===== config.mk =====
export PLATFORM = sky130hd
export DESIGN_NAME = encoder_8to3_ot
export DESIGN_NICKNAME = d
export VERILOG_FILES = /design/src/rtl/encoder_pkg.sv /design/src/rtl/encoder_8to3_core.sv /design/src/rtl/encoder_8to3_ot.sv
export SDC_FILE = /design/constraint.sdc
export NUM_CORES = 1
export LEC_CHECK = 0
export CORE_AREA = 2 2 39 41
export CTS_CLUSTER_DIAMETER = 120
export CTS_CLUSTER_SIZE = 25
export DETAILED_ROUTE_END_ITERATION = 8
export DIE_AREA = 0 0 41 43
export PLACE_DENSITY = 0.54
export SYNTH_ARGS = -nofsm -noshare
export SYNTH_HDL_FRONTEND = slang
export SYNTH_HIERARCHICAL = 1
export SYNTH_SLANG_ARGS = --single-unit

===== constraint.sdc =====
create_clock -name clk -period 1.2 [get_ports clk]
set_input_delay 0.12 -clock clk [delete_from_list [all_inputs] [get_ports clk]]
set_output_delay 0.12 -clock clk [all_outputs]
set_load 0.03 [all_outputs]

===== src/rtl/encoder_pkg.sv =====
// Shared constants and types for the registered 8-to-3 one-hot encoder.
package encoder_pkg;

    localparam int ENC_IN_W  = 8;
    localparam int ENC_OUT_W = 3;

    typedef logic [ENC_OUT_W-1:0] enc_idx_t;

endpackage : encoder_pkg


===== src/rtl/encoder_8to3_core.sv =====
// Combinational priority encoder: highest set bit wins, with idle/multi-hot flags.
module encoder_8to3_core
    import encoder_pkg::*;
(
    input  logic [ENC_IN_W-1:0] vec,
    output enc_idx_t            idx,
    output logic                any,
    output logic                multi
);

    // Scan from the top bit down; the first hit sets the index, any later hit marks multi-hot.
    always_comb begin
        idx   = '0;
        any   = 1'b0;
        multi = 1'b0;
        for (int i = ENC_IN_W - 1; i >= 0; i--) begin
            if (vec[i]) begin
                if (any) begin
                    multi = 1'b1;
                end else begin
                    idx = enc_idx_t'(i);
                end
                any = 1'b1;
            end
        end
    end

endmodule : encoder_8to3_core


===== src/rtl/encoder_8to3_ot.sv =====
// Registered 8-to-3 one-hot encoder; outputs are flopped so no D-to-output path exists.
module encoder_8to3_ot
    import encoder_pkg::*;
(
    input  logic clk,
    input  logic rst,
    input  logic D0,
    input  logic D1,
    input  logic D2,
    input  logic D3,
    input  logic D4,
    input  logic D5,
    input  logic D6,
    input  logic D7,
    output logic Y2,
    output logic Y1,
    output logic Y0,
    output logic V,
    output logic ERR
);

    logic [ENC_IN_W-1:0] vec;
    enc_idx_t            idx_c;
    logic                any_c;
    logic                multi_c;

    assign vec = {D7, D6, D5, D4, D3, D2, D1, D0};

    encoder_8to3_core u_core (
        .vec   (vec),
        .idx   (idx_c),
        .any   (any_c),
        .multi (multi_c)
    );

    // Output register with synchronous reset; reset discards any encoded value in flight.
    always_ff @(posedge clk) begin
        if (rst) begin
            {Y2, Y1, Y0} <= '0;
            V            <= 1'b0;
            ERR          <= 1'b0;
        end else begin
            {Y2, Y1, Y0} <= idx_c;
            V            <= any_c;
            ERR          <= multi_c;
        end
    end

endmodule : encoder_8to3_ot


==> metrics <==
Antenna Nets Post-Route 0; Hold Path Cell Cnt 4; final setup fails 1; Root Driver clkbuf_4; CTS tree done; via count 300; fraction of registers with async set or reset after synthesis 0%; leading area contributor after synthesis dfxtp_1; worst slew pin tran between 0.2 and 0.3 ns; fin. max-slew vios 0; register area share after synthesis between 30% and 40%; Synth Cell Area between 200 and 300 sq um; Tmin final between 1 and 1.5 ns; Area Growth Syn to Fin 91.2%; Slew HR about four fifths; largest net degree at the start of global routing 6; commonest cells in the netlist nor2_1 (6), dfxtp_1 (5), nor2b_1 (5); Final WS setup -0.0242 ns; die area 1760 sq um; count leader, synth nor2_1; total gr overflow 0; Tot GR Track Use 8.21%; vias in the first global route approximately 250; row cnt 14; clock sinks 5; Crit Path Max Fanout 3; routed len/inst 8.11 um; share of cells above drive strength 1 between 30% and 40%; status complete, but fails checks; power dissipated by switching net loads 0.123 mW; H-tree depth 1; Startpoint Class primary input; hold_sp D7; RSZ-0062 raised after global routing yes; P per Cell Area 991 nW/um^2; syn avg cell area 8.27 sq um; top cell type's share of synthesized area between 30% and 40%; synthesis-stage register bit count 5; antenna violations before repair 0; die width approximately 40 um; pre-CTS WS -0.574 ns; Int Pwr ~0.36 mW; post-synthesis cell type count 15; post-synthesis cell count 31; Worst-path clk slew 0.04 ns; failing checks setup timing; Reg power frac between 30 and 40%; crit end category flop; critical path arrival about 1.4 ns; Worst Path Required 1.33 ns; Fin. Hold Viols 0; CTS Buffer Depth 2; Avg Vias per Cell between 4 and 5; Post-DP HPWL 476 um; post-CTS setup buffers 0; Hold EP Y0; I/O Pins 15; Area contributors post-synth dfxtp_1 (39%), nor2b_1 (12%), nor2_1 (8.8%); first drt pass iteration count 1; Post-synth EDFFs 0; Core Region between 1000 and 1500 sq um; Die Span Y 43 um; Antenna Cells 0; port bufs 14; Max-Cap Viols 0; Initial Util between 10% and 20%; Sw Ratio 25.2%; Crit Path Class primary input to flop; Inserted Clock Buffers 3; DRT iter0 DRCs 0; post-route DRC violation count 0; Max VDD drop slightly below 0.2 mV; Gate power share 24.5%; Setup TNS -0.0242 ns; first-pass GRT wire length between 900 and 1000 um; Final Cycle Share 102%; Synth Warn # 6; Synthesized Nets between 40 and 50; final net count 66; Main synth FF type dfxtp_1; Final Total Pwr 0.486 mW; leakage power total approximately 0.23 nW; Placer Congestion about 0.7; min-delay worst type primary input to flop; Max Freq a little over 0.8 GHz; crit path launch D7; Fill cells roughly 140; Routed WL approximately 580 um; Clock Power Share approximately 39%
-- final cells by class --
type | count | area (sq um) | share of cell area (%)
multi-input cells | 25 | 164 | 33.4
flip-flops and latches | 5 | 100 | 20.4
clock buffers | 4 | 26.3 | 5.36
inverters | 1 | 3.75 | 0.765
repair buffers | 20 | 176 | 36.0
well taps | 16 | 20.0 | 4.08
-- placed cells by master, fill, tap and decap left out, types with 2 or more instances in the layout --
| cell type | n |
|---|---|
| clkdlybuf4s50_1 | 3 |
| nor2b_1 | 5 |
| dfxtp_1 | 5 |
| dlymetal6s2s_1 | 2 |
| o21ai_0 | 3 |
| clkbuf_2 | 2 |
| dlygate4sd2_1 | 5 |
| buf_4 | 6 |
| nor2_1 | 5 |
| clkbuf_4 | 3 |
-- state kept, by name, summed over array words and instances (netlist names) --
signal,flops
Y1,1
Y2,1
V,1
ERR,1
Y0,1
-- per-layer routing --
metal	up-vias	routed length (um)	global-route usage (%)
li1	157	-	-
met1	129	257	9.55
met2	12	262	10.6
met3	2	44	1.57
met4	0	12	10.0
met5	-	0	0
-- power by group through the flow --
stage                     logic, mW  registers [mW]  clock network, mW
after global routing          0.130           0.181              0.213
after CTS                     0.119           0.179              0.200
after detailed placement      0.128           0.183                  0
after floorplan              0.0253           0.205                  0
final                         0.119           0.179              0.188
after global placement        0.128           0.182                  0
-- cell families (layout without fill, tap and decap cells) --
group / after synthesis / in the layout / share of synthesized area, %
and+or+nand+nor: 17 / 17 / 39.0
AOI/OAI and AO/OA: 7 / 7 / 16.6
DFF: 5 / 5 / 39.0
adders and majority gates: 1 / 1 / 3.90
buffers and inverters: 1 / 25 / 1.46
-- worst max-delay path, stage by stage --
cell and delay, ns:
buf_6 0.09, or4_4 0.52, nand2b_4 0.16, or3_1 0.33
nor2b_1 0.13
-- what timing repair did --
item | in CTS | in global routing
hold buffers | 0 | 0
setup endpoints to repair | 8 | 2
gates resized for setup | 14 | 9
pin swaps | 3 | 2
-- worst max-delay path by stage --
stage / to / slack [ns] / depth (start not counted)
CTS: V / -0.08 / 5
floorplan: V / -0.10 / 4
detailed placement: V / -0.57 / 5
global placement: V / -0.57 / 5
global route: V / -0.07 / 5
finish: V / -0.02 / 5
-- stage by stage --
step / instances / hold WS, ns / util [%] / cell area, sq um
final: 71 / 0.284 / 35.4 / 490
after global routing: 71 / 0.318 / 35.4 / 490
after CTS: 71 / 0.431 / 35.1 / 485
after detailed placement: 67 / 0.772 / 33.4 / 462
after global placement: 67 / 0.781 / 33.4 / 462
after floorplan: 31 / 0.192 / - / 256
Power figures use the tool's default switching activity.
